$ cat config.mk
export PLATFORM = sky130hd
export DESIGN_NAME = edge_frame_streamer
export DESIGN_NICKNAME = d
export VERILOG_FILES = /design/src/rtl/edge_frame_streamer.sv
export SDC_FILE = /design/constraint.sdc
export NUM_CORES = 1
export LEC_CHECK = 0
export CAP_MARGIN = 30
export CORE_UTILIZATION = 53
export CTS_CLUSTER_DIAMETER = 120
export DETAILED_ROUTE_END_ITERATION = 12
export GPL_TIMING_DRIVEN = 0
export PLACE_DENSITY_LB_ADDON = 0.08
export SLEW_MARGIN = 5
export SYNTH_ARGS = -nofsm -noshare
export SYNTH_HDL_FRONTEND = slang
export SYNTH_SLANG_ARGS = --single-unit
$ cat constraint.sdc
create_clock -name clk_i -period 3.25 [get_ports clk_i]
set_input_delay 0.8125 -clock clk_i [delete_from_list [all_inputs] [get_ports clk_i]]
set_output_delay 0.8125 -clock clk_i [all_outputs]
set_load 0.005 [all_outputs]
$ cat src/rtl/edge_frame_streamer.sv
// Host-side streaming engine for the edge-detection filter: fetches an image over an
// Avalon-MM master, feeds it to the filter, buffers the result burst and writes it back.
module edge_frame_streamer #(
  parameter int DATA_W     = 8,
  parameter int ADDR_W     = 32,
  parameter int IN_PIXELS  = 64,
  parameter int OUT_PIXELS = 36
) (
  input  logic              clk_i,
  input  logic              rst_i,
  input  logic              go_i,
  input  logic [ADDR_W-1:0] srcBase_i,
  input  logic [ADDR_W-1:0] dstBase_i,
  output logic              busy_o,
  output logic              done_o,
  output logic [ADDR_W-1:0] avmAddress_o,
  output logic              avmRead_o,
  output logic              avmWrite_o,
  output logic [DATA_W-1:0] avmWritedata_o,
  input  logic [DATA_W-1:0] avmReaddata_i,
  input  logic              avmWaitrequest_i,
  input  logic              avmReaddatavalid_i,
  output logic              edStart_o,
  output logic [DATA_W-1:0] edPix_o,
  output logic              edPixWr_o,
  input  logic              edDataAvailable_i,
  input  logic [DATA_W-1:0] edRes_i
);

  localparam int MAX_PIX = (IN_PIXELS > OUT_PIXELS) ? IN_PIXELS : OUT_PIXELS;
  localparam int CNT_W   = $clog2(MAX_PIX + 1);
  localparam int BUF_AW  = (OUT_PIXELS > 1) ? $clog2(OUT_PIXELS) : 1;

  typedef enum logic [3:0] {
    S_IDLE,
    S_START,
    S_RD_REQ,
    S_RD_WAIT,
    S_PUSH,
    S_WAIT_RES,
    S_CAPTURE,
    S_WR,
    S_DONE
  } state_e;

  state_e              state_q, state_d;
  logic [ADDR_W-1:0]   src_q, src_d;
  logic [ADDR_W-1:0]   dst_q, dst_d;
  logic [CNT_W-1:0]    rd_cnt_q, rd_cnt_d;
  logic [CNT_W-1:0]    cap_cnt_q, cap_cnt_d;
  logic [CNT_W-1:0]    wr_cnt_q, wr_cnt_d;
  logic [DATA_W-1:0]   pix_q, pix_d;

  logic                buf_we;
  logic [BUF_AW-1:0]   buf_waddr;
  logic [DATA_W-1:0]   res_buf [OUT_PIXELS];

  // NOTE: sequential state uses non-blocking assignments so every flop samples
  // the pre-edge value of its inputs regardless of block ordering.
  always_ff @(posedge clk_i or posedge rst_i) begin
    if (rst_i) begin
      state_q   <= S_IDLE;
      src_q     <= '0;
      dst_q     <= '0;
      rd_cnt_q  <= '0;
      cap_cnt_q <= '0;
      wr_cnt_q  <= '0;
      pix_q     <= '0;
    end else begin
      state_q   <= state_d;
      src_q     <= src_d;
      dst_q     <= dst_d;
      rd_cnt_q  <= rd_cnt_d;
      cap_cnt_q <= cap_cnt_d;
      wr_cnt_q  <= wr_cnt_d;
      pix_q     <= pix_d;
    end
  end

  // NOTE: the result buffer is a plain memory with no reset; its contents are
  // always rewritten by a capture before they are read back out.
  always_ff @(posedge clk_i) begin
    if (buf_we) begin
      res_buf[buf_waddr] <= edRes_i;
    end
  end

  // NOTE: every signal driven here gets a default first, so no path through the
  // case statement can leave one unassigned and infer a latch.
  always_comb begin
    state_d   = state_q;
    src_d     = src_q;
    dst_d     = dst_q;
    rd_cnt_d  = rd_cnt_q;
    cap_cnt_d = cap_cnt_q;
    wr_cnt_d  = wr_cnt_q;
    pix_d     = pix_q;
    buf_we    = 1'b0;
    buf_waddr = cap_cnt_q[BUF_AW-1:0];

    unique case (state_q)
      S_IDLE: begin
        if (go_i) begin
          src_d     = srcBase_i;
          dst_d     = dstBase_i;
          rd_cnt_d  = '0;
          cap_cnt_d = '0;
          wr_cnt_d  = '0;
          state_d   = S_START;
        end
      end
      S_START: state_d = S_RD_REQ;
      S_RD_REQ: begin
        if (!avmWaitrequest_i) state_d = S_RD_WAIT;
      end
      S_RD_WAIT: begin
        // Only one read is ever outstanding, so the next valid beat is ours.
        if (avmReaddatavalid_i) begin
          pix_d   = avmReaddata_i;
          state_d = S_PUSH;
        end
      end
      S_PUSH: begin
        rd_cnt_d = rd_cnt_q + CNT_W'(1);
        state_d  = (rd_cnt_d == CNT_W'(IN_PIXELS)) ? S_WAIT_RES : S_RD_REQ;
      end
      S_WAIT_RES: begin
        if (edDataAvailable_i) begin
          buf_we    = 1'b1;
          buf_waddr = '0;
          cap_cnt_d = CNT_W'(1);
          state_d   = (cap_cnt_d == CNT_W'(OUT_PIXELS)) ? S_WR : S_CAPTURE;
        end
      end
      S_CAPTURE: begin
        // Gaps in the burst simply pause the capture; the index only advances on data.
        if (edDataAvailable_i) begin
          buf_we    = 1'b1;
          cap_cnt_d = cap_cnt_q + CNT_W'(1);
          if (cap_cnt_d == CNT_W'(OUT_PIXELS)) state_d = S_WR;
        end
      end
      S_WR: begin
        if (!avmWaitrequest_i) begin
          wr_cnt_d = wr_cnt_q + CNT_W'(1);
          if (wr_cnt_d == CNT_W'(OUT_PIXELS)) state_d = S_DONE;
        end
      end
      S_DONE:  state_d = S_IDLE;
      default: state_d = S_IDLE;
    endcase
  end

  // Outputs depend only on registered state, so nothing combinational reaches
  // them from an input and reset forces them all low immediately.
  always_comb begin
    busy_o         = (state_q != S_IDLE);
    done_o         = (state_q == S_DONE);
    avmRead_o      = (state_q == S_RD_REQ);
    avmWrite_o     = (state_q == S_WR);
    edStart_o      = (state_q == S_START);
    edPixWr_o      = (state_q == S_PUSH);
    avmAddress_o   = '0;
    avmWritedata_o = '0;
    edPix_o        = '0;
    if (state_q == S_RD_REQ) avmAddress_o = src_q + ADDR_W'(rd_cnt_q);
    if (state_q == S_WR) begin
      avmAddress_o   = dst_q + ADDR_W'(wr_cnt_q);
      avmWritedata_o = res_buf[wr_cnt_q[BUF_AW-1:0]];
    end
    if (state_q == S_PUSH) edPix_o = pix_q;
  end

endmodule
### Word-level counts from Yosys, hierarchy flattened

Memories as Yosys holds them, arrays and structs flattened.
Index checks and enable logic that the tools add are counted.

* register bits: 97
* bits in latches: 0
* bits in writable memories: 288
* ROM bits: 0
* word-level logic and storage cells: 71
* memories kept: 1

* add/sub/neg operators: 5
* $mul: 0
* divide/modulo/power cells: 0
* $lt $le $gt $ge: 0
* equality and inequality tests: 19
* shift operators: 0
* multiplexer cells: 27
* bitwise logic cells: 0
* reductions and logical operators: 12

Memory list
* res_buf: words 36, bits a word 8, rd ports 1, clocked after Yosys merged registers in 0, wr ports 1, RTL line 56 `logic [DATA_W-1:0] res_buf [OUT_PIXELS];`

Operators with widths (number)
* adder 32 x 7 -> 32 bit: 2
* two-way mux 32 bit: 2
* two-way mux 4 bit: 8
* case mux 4 bit (8 select lines): 1
* two-way mux 7 bit: 4
* case mux 7 bit (2 select lines): 2
* adder 7 x 1 -> 7 bit, second input constant: 3
* case mux 7 bit (3 select lines): 1
* == test 4 x 3 -> 1 bit, second input constant: 4
* two-way mux 8 bit: 2
* == test 7 x 6 -> 1 bit, second input constant: 2
* inequality test 2 bit, second input constant: 7
* two-way mux 6 bit: 2
* == test 4 x 2 -> 1 bit, second input constant: 2
* AND reduction 8 bit: 1
* == test 7 bit, second input constant: 1
* AND reduction 2 bit: 3
* == test 4 x 1 -> 1 bit, second input constant: 1
* == test 4 bit, second input constant: 1
* zero test 4 bit: 1
* two-way mux 1 bit: 4
* AND reduction 4 bit: 1
* nonzero test 2 bit: 2
* nonzero test 4 bit: 1
* other kinds (5): 5

### Longest topological paths before layout

Gate-level depths: netlist of the first run.

* word-level depth: 5
* gate-level depth with buffers: 9
* mapped depth without buffers: 8

### Worst setup path before layout of the first run

Ideal clock, no wire load.

* path type: register -> output
* start: reg rd_cnt_q[0]
* end: out avmAddress_o[16]
* data arrival time: 2202 ps
* data required time: 2438 ps
* path slack: 236 ps
* stages on the path, launching flop included: 9
* path through: dfrtp_1 > ha_1 > inv_1 > fa_1 > nand2b_1 > a21o_1 > a21o_1 > or4_1 > o211ai_1

* cells in the longest elaborated chain, start to end: 3

RTL lines
* start: declaration: RTL line 49 `logic [CNT_W-1:0] rd_cnt_q, rd_cnt_d;`
* start signal: assignment: RTL line 73 `rd_cnt_q <= rd_cnt_d;`
* adder 32 x 7 -> 32 bit: RTL line 166 `if (state_q == S_RD_REQ) avmAddress_o = src_q + ADDR_W'(rd_cnt_q);`
* two-way mux 32 bit: RTL line 166
* two-way mux 32 bit: RTL line 167 `if (state_q == S_WR) begin`
* end: declaration: RTL line 16 `output logic [ADDR_W-1:0] avmAddress_o,`

No other way between the ends.

### Final worst setup path of the first run

* start: reg wr_cnt_q[0]
* end: out avmAddress_o[28]

* cells in the longest elaborated chain, start to end: 2

RTL lines
* start: declaration: RTL line 51 `logic [CNT_W-1:0] wr_cnt_q, wr_cnt_d;`
* start signal: assignment: RTL line 75 `wr_cnt_q <= wr_cnt_d;`
* adder 32 x 7 -> 32 bit: RTL line 168 `avmAddress_o = dst_q + ADDR_W'(wr_cnt_q);`
* two-way mux 32 bit: RTL line 167

No other way between the ends.

==> impl_metrics.env, run 1 <==
export IMPL_status="finished, violations left"
export IMPL_violations="negative setup slack"
export IMPL_cellLeakagePower_nw=8.05
export IMPL_reg2reg_setup_slack_ns=0.25
export IMPL_syn_inst=1167
export IMPL_cts_max_path_buffers=3
export IMPL_numPortBuffers=139
export IMPL_fp_coreArea_mm2=0.0325
export IMPL_clock_skew_final_ns=0.0253
export IMPL_peakVddDrop_uv=583
export IMPL_drt_initial_drc_count=1131
export IMPL_totalWireLength_mm=46.8
export IMPL_slew_violations=0
export IMPL_cts_htree_levels=2
export IMPL_finalWeightedCongestion=0.959
export IMPL_setup_violations=35
export IMPL_power_density_mw_per_mm2=776
export IMPL_num_nets_final=1558
export IMPL_cts_buffers=40
export IMPL_grt_max_degree=38
export IMPL_synth_seq_area_share_pct=63.6
export IMPL_cts_tree="yes"
export IMPL_whs_endpoint="cap_cnt_q[6]"
export IMPL_grt_total_usage_pct=27.5
export IMPL_via_per_inst=6.12
export IMPL_critPathRequiredTime_ns=2.44
export IMPL_setup_tns_ns=-9.91
export IMPL_grt_ovfl_total=0
export IMPL_area_growth_pct=30.4
export IMPL_pin_count=140
export IMPL_remaining_drc_errors=0
export IMPL_n_antenna_cell=0
export IMPL_clkTransAtPathRegs_ns=0.06
export IMPL_hold_start="cap_cnt_q[6]"
export IMPL_cp_arrival_ns=2.92
export IMPL_hold_worst_slack_ns=0.500
export IMPL_slew_headroom_pct=37.2
export IMPL_synth_ff_type="edfxtp_1"
export IMPL_wl_per_cell_um=24.3
export IMPL_yosys_top_cells_area="edfxtp_1 (50%), dfrtp_1 (14%), mux4_2 (8.3%), mux2_1 (4.1%), nor2_1 (1.8%)"
export IMPL_cap_violations=0
export IMPL_rsz0062_at_grt="true"
export IMPL_hold_depth=1
export IMPL_drt_pass1_iter_count=6
export IMPL_syn_area_per_cell_um2=14.9
export IMPL_synthArstFlopShare_pct=25.2
export IMPL_fin_util_pct=70.0
export IMPL_fmax_mhz=268
export IMPL_initial_core_util_pct=53.7
export IMPL_crit_type="reg2out"
export IMPL_cts_root_buf="clkbuf_16"
export IMPL_rows=66
export IMPL_cts_hold_buf=0
export IMPL_dp_hpwl_mm=30.7
export IMPL_multi_input_area_mm2=0.00689
export IMPL_synth_nets=1272
export IMPL_drive_above_1_share_pct=30.3
export IMPL_fin_crit_sh_pct=115
export IMPL_synth_area_mm2=0.0174
export IMPL_grt_pass1_wl_mm=68.3
export IMPL_min_period_ns=3.73
export IMPL_num_vias=11800
export IMPL_regArea_mm2=0.0111
export IMPL_critPathMaxFanout=4
export IMPL_fin_ws_ns=-0.483
export IMPL_fill_cells=2207
export IMPL_tightest_slew_ns=0.939
export IMPL_hold_violations=0
export IMPL_ys_warn_count=0
export IMPL_clkLatencyLatePin_ns=0.56
export IMPL_worst_setup_path_end_kind="output port"
export IMPL_antenna_found_initial=0
export IMPL_synth_top_area_cell="edfxtp_1"
export IMPL_power_mw=17.6
export IMPL_fp_dieH_um=183
export IMPL_yosys_cell_types_count=64
export IMPL_clock_sinks=385
export IMPL_die_area_mm2=0.0336
export IMPL_rr_worst_depth=7
export IMPL_startpoint_type="flip-flop"
export IMPL_synth_edf_count=288
export IMPL_ant_nets=0
export IMPL_synth_seq_cells=385
export IMPL_synth_top_area_share_pct=49.6
export IMPL_r2r_start="state_q[2]"
export IMPL_timing_rr_end="res_buf[14][6]"
export IMPL_die_w_um=183
export IMPL_hold_class="reg2reg"
export IMPL_first_global_vias=11400
## how the worst max path moves through the flow
stage / start / end / slack (ns) / cells past startpoint
global route: wr_cnt_q[0] / avmAddress_o[26] / -0.54 / 10
floorplan: rd_cnt_q[0] / avmAddress_o[16] / 0.24 / 8
finish: wr_cnt_q[0] / avmAddress_o[28] / -0.48 / 10
detailed placement: state_q[3] / avmWritedata_o[5] / -1.07 / 9
global placement: state_q[3] / avmWritedata_o[5] / -1.03 / 9
CTS: rd_cnt_q[0] / avmAddress_o[16] / -0.49 / 10
## what timing repair did
action / 4_1_cts / 5_1_grt
setup buffers: 50 / 47
gates resized for setup: 355 / 62
endpoints found under the setup margin: 132 / 110
cloned: 1 / 5
pin swaps: 90 / 59
## cell usage in the layout (no fill, tap or decap), drive strengths merged, types with 7 or more instances in the layout
cell and instances:
mux4 64, buf 173, a21o 7, clkdlybuf4s50 97
a211o 8, and3 24, a211oi 7, a31oi 15
clkbuf 76, o211ai 23, and2 11, inv 18
xnor2 18, nand4 35, nor3 7, xor2 30
o21ai 36, nor2b 11, edfxtp 288, nand2 42
mux2i 31, dfrtp 97, a22oi 25, or4 8
nor2 84, nand3 35, ha 17, o22ai 20
mux2 72, a21oi 16, clkinv 12
## cells by family (layout without fill, tap and decap cells)
group / Yosys count / count (layout) / share of synthesized area, %
xor gates and xnor gates: 48 / 48 / 2.41
buffers and inverters: 76 / 392 / 1.79
adders and majority gates: 19 / 19 / 1.45
AOI/OAI and AO/OA: 180 / 181 / 7.05
and+or+nand+nor: 292 / 292 / 8.85
DFF: 385 / 385 / 63.6
muxes: 167 / 167 / 14.9
## synthesized netlist by cell type, types with 30 or more instances
cell type  number
edfxtp_1      288
nor2_1         84
mux4_2         64
nand3_1        35
xor2_1         30
clkbuf_1       30
mux2i_1        31
dfrtp_1        97
nand2_1        42
nand4_1        34
o21ai_1        32
mux2_1         64
## critical path, stage by stage, from the launching register on
cell and delay, ns:
dfrtp_2 0.46, ha_4 0.19, fa_2 0.37, a211oi_4 0.33, buf_4 0.17, o21a_4 0.16
buf_6 0.11, nor4_2 0.04, xnor2_1 0.15, o21ai_1 0.22, buf_2 0.16
## through the flow
stage	instance area, µm²	setup WS (ns)	cells
after floorplan	17400	0.236	1167
after global placement	19400	-1.03	1748
after detailed placement	19500	-1.07	1756
after CTS	22000	-0.493	1876
after global routing	22700	-0.535	1926
final	22700	-0.483	1926
## metal layers
layer	track usage [%]	wire length, µm	up-vias
met3	4.90	3600	73
met1	39.8	19800	6030
met4	6.70	937	0
met2	43.4	22400	483
met5	0	0	-
li1	-	-	5194
## sequential cells by signal, summed over array words and instances, names as in the netlist
signal and flops:
src_q 32, wr_cnt_q 7, rd_cnt_q 7, state_q 4, dst_q 32, pix_q 8
res_buf 288, cap_cnt_q 7
## report_power, final
group	leakage [nW]	switching (mW)	internal, mW	total [mW]
Clock	0.651	1.94	2.77	4.72
Sequential	3.76	0.686	5.86	6.55
Combinational	3.64	3.18	3.19	6.36
## area by class of cell
class | instances | share of cell area [%]
Inverter | 16 | 0.330
Tap cell | 442 | 2.43
Multi-Input combinational cell | 707 | 30.3
Clock buffer | 48 | 4.54
Buffer | 55 | 2.19
Sequential cell | 385 | 48.9
Timing Repair Buffer | 248 | 9.97
Clock inverter | 25 | 1.38
Note: power is estimated with default switching activity, not from simulation.
==> inputs of run 2 (changes only) <==
ABC_AREA = 1   (was unset)
==> impl_metrics.env, run 2 <==
export IMPL_slew_violations=0
export IMPL_synth_area_mm2=0.0185
export IMPL_ys_warn_count=0
export IMPL_synth_nets=2139
export IMPL_hold_start="pix_q[4]"
export IMPL_num_nets_final=2407
export IMPL_internal_power_mw=11.2
export IMPL_setup_tns_ns=-4.30
export IMPL_critPathRequiredTime_ns=2.44
export IMPL_numPortBuffers=139
export IMPL_yosys_top_cells_area="edfxtp_1 (47%), dfrtp_1 (13%), nand2_1 (12%), nor2_1 (5.6%), nand3_1 (5.0%)"
export IMPL_grt_ovfl_total=0
export IMPL_power_density_mw_per_mm2=730
export IMPL_cts_max_path_buffers=3
export IMPL_remaining_drc_errors=0
export IMPL_cts_root_buf="clkbuf_16"
export IMPL_top_register="res_buf"
export IMPL_synth_seq_cells=385
export IMPL_worst_setup_path_end_kind="output port"
export IMPL_switchingPower_mw=6.68
export IMPL_antenna_found_initial=1
export IMPL_layout_cells_most_common="nand2_1"
export IMPL_tightest_slew_ns=0.903
export IMPL_slew_headroom_pct=39.6
export IMPL_synthArstFlopShare_pct=25.2
export IMPL_fin_crit_sh_pct=109
export IMPL_pwr_share_comb_pct=37.7
export IMPL_final_cell_mix="nand2_1 (497), edfxtp_1 (288), nor2_1 (233)"
export IMPL_regArea_mm2=0.0111
export IMPL_critPathMaxFanout=4
export IMPL_synth_seq_area_share_pct=59.7
export IMPL_cts_tree="yes"
export IMPL_timing_rr_end="res_buf[32][3]"
export IMPL_area_growth_pct=31.8
export IMPL_peakVddDrop_uv=654
export IMPL_rows=68
export IMPL_die_w_um=189
export IMPL_fin_area_mm2=0.0244
export IMPL_hold_class="reg2reg"
export IMPL_place_area_mm2=0.0205
export IMPL_ant_nets=0
export IMPL_top_regs="res_buf: 288 flops, dst_q: 32 flops, src_q: 32 flops"
export IMPL_first_global_vias=15400
export IMPL_r2r_start="state_q[2]"
export IMPL_clkLatencyLatePin_ns=0.57
export IMPL_cts_buffers=42
export IMPL_min_period_ns=3.55
export IMPL_dp_hpwl_mm=41.8
export IMPL_dpl_worst_slack_ns=-0.484
export IMPL_synth_most_common_cell="nand2_1"
export IMPL_syn_inst=2034
export IMPL_fin_util_pct=71.0
export IMPL_cts_htree_levels=2
export IMPL_crit_type="reg2out"
export IMPL_cp_arrival_ns=2.74
export IMPL_initial_core_util_pct=53.8
export IMPL_clkTransAtPathRegs_ns=0.06
export IMPL_violations="negative setup slack"
export IMPL_clock_sinks=385
export IMPL_synth_edf_count=288
export IMPL_rsz0062_at_grt="true"
export IMPL_synthTopCellsByCount="nand2_1 (580), edfxtp_1 (288), nor2_1 (275)"
export IMPL_dp_cells=2630
export IMPL_drt_initial_drc_count=1309
export IMPL_totalWireLength_mm=62.1
export IMPL_clock_skew_final_ns=0.0113
export IMPL_synth_top_area_cell="edfxtp_1"
export IMPL_fmax_mhz=282
export IMPL_largest_reg_flops=288
export IMPL_switching_share_pct=37.4
export IMPL_whs_endpoint="pix_q[4]"
export IMPL_multi_input_area_mm2=0.00790
export IMPL_synth_ff_type="edfxtp_1"
export IMPL_yosys_cell_types_count=49
export IMPL_cap_violations=0
export IMPL_grt_max_degree=37
export IMPL_die_area_mm2=0.0357
export IMPL_grt_total_usage_pct=34.2
export IMPL_cts_hold_buf=0
export IMPL_fin_ws_ns=-0.298
export IMPL_syn_area_per_cell_um2=9.12
export IMPL_n_antenna_cell=0
export IMPL_drt_pass1_iter_count=6
export IMPL_reg2reg_setup_slack_ns=0.65
export IMPL_grt_pass1_wl_mm=90.3
export IMPL_p_seq_share_pct=35.8
export IMPL_fp_coreArea_mm2=0.0345
export IMPL_cellLeakagePower_nw=9.74
export IMPL_num_vias=16000
export IMPL_p_clk_share_pct=26.5
export IMPL_hold_depth=2
export IMPL_status="finished, violations left"
export IMPL_via_per_inst=5.72
export IMPL_fin_cells=2789
export IMPL_rr_worst_depth=8
export IMPL_synth_top_area_share_pct=46.6
export IMPL_startpoint_type="flip-flop"
export IMPL_finalWeightedCongestion=0.943
export IMPL_pin_count=140
export IMPL_fill_cells=2602
export IMPL_wl_per_cell_um=22.3
export IMPL_hold_violations=0
export IMPL_setup_violations=27
export IMPL_fp_dieH_um=189
export IMPL_drive_above_1_share_pct=24.6
-- run 2: cell count changes after synthesis, sizes merged, moves of 20 or more --
cell,before,now
a21oi,16,76
and3,24,4
nand2,42,586
nand3,35,186
mux2,72,0
mux2i,31,0
mux4,64,0
o21ai,36,176
a22oi,25,1
buf,30,61
nor2,84,285
inv,16,140
-- run 2: stage by stage --
step	hold slack (ns)	power (mW)
finish	0.512	17.9
global route	0.545	18.6
CTS	0.516	17.1
detailed placement	0.468	11.5
global placement	0.461	11.4
floorplan	0.448	9.26
-- run 2: how the worst max path moves through the flow --
stage / from / to / slack, ns
floorplan: rd_cnt_q[0] / avmAddress_o[18] / 0.58
CTS: wr_cnt_q[0] / avmAddress_o[24] / -0.32
finish: wr_cnt_q[0] / avmAddress_o[12] / -0.30
global route: wr_cnt_q[0] / avmAddress_o[24] / -0.35
global placement: wr_cnt_q[0] / avmWritedata_o[1] / -0.47
detailed placement: wr_cnt_q[0] / avmWritedata_o[1] / -0.48
-- run 2: power by group through the flow --
stage / Combinational [mW] / Sequential (mW) / Clock (mW)
after CTS: 6.00 / 6.37 / 4.75
after detailed placement: 5.04 / 6.43 / 0
after floorplan: 3.02 / 6.24 / 0
after global routing: 7.23 / 6.45 / 4.93
after global placement: 4.97 / 6.43 / 0
final: 6.73 / 6.40 / 4.73
-- run 2: repair_timing --
| item | 4_1_cts | 5_1_grt |
|---|---|---|
| pin swaps | 109 | 95 |
| gates resized for setup | 524 | 188 |
| endpoints found under the setup margin | 50 | 48 |
| cloned | 2 | 7 |
| buffers inserted | 57 | 23 |
-- run 2: logic make-up after synthesis --
logic type / count (synthesis) / synth area share (%)
AO/OA/AOI/OAI: 275 / 7.89
XOR/XNOR: 15 / 0.708
adder cells (fa/ha/maj): 19 / 1.36
buffers and inverters: 222 / 5.10
flip-flops: 385 / 59.7
AND/OR/NAND/NOR: 1118 / 25.2
-- run 2: metal layers --
layer / wire, µm / global-route usage [%] / vias to the layer above / part of all wire [%]
met5: 15 / 0 / - / 0.024
met3: 4210 / 4.80 / 170 / 6.8
li1: - / - / 7403 / -
met4: 3390 / 16.8 / 2 / 5.5
met2: 31000 / 59.8 / 719 / 50
met1: 23500 / 41.4 / 7662 / 38
-- run 2: final cells by class --
class                           instances  share of cell area, %
Sequential cell                       385                   45.3
Buffer                                 78                   3.18
Multi-Input combinational cell       1427                   32.3
Clock inverter                         26                  0.967
Inverter                              142                   2.27
Clock buffer                           50                   4.59
Timing Repair Buffer                  226                   9.01
Tap cell                              455                   2.33
-- run 2: critical path: stages, from the launching register on --
cell,delay [ns]
dfrtp_2,0.45
buf_12,0.15
ha_4,0.16
fa_2,0.38
nand2_2,0.10
inv_2,0.04
nand2_2,0.06
nand3_4,0.09
nand3_4,0.08
nand2_4,0.07
buf_6,0.15
a21oi_2,0.10
o21ai_1,0.08
nand2_1,0.12
buf_2,0.13
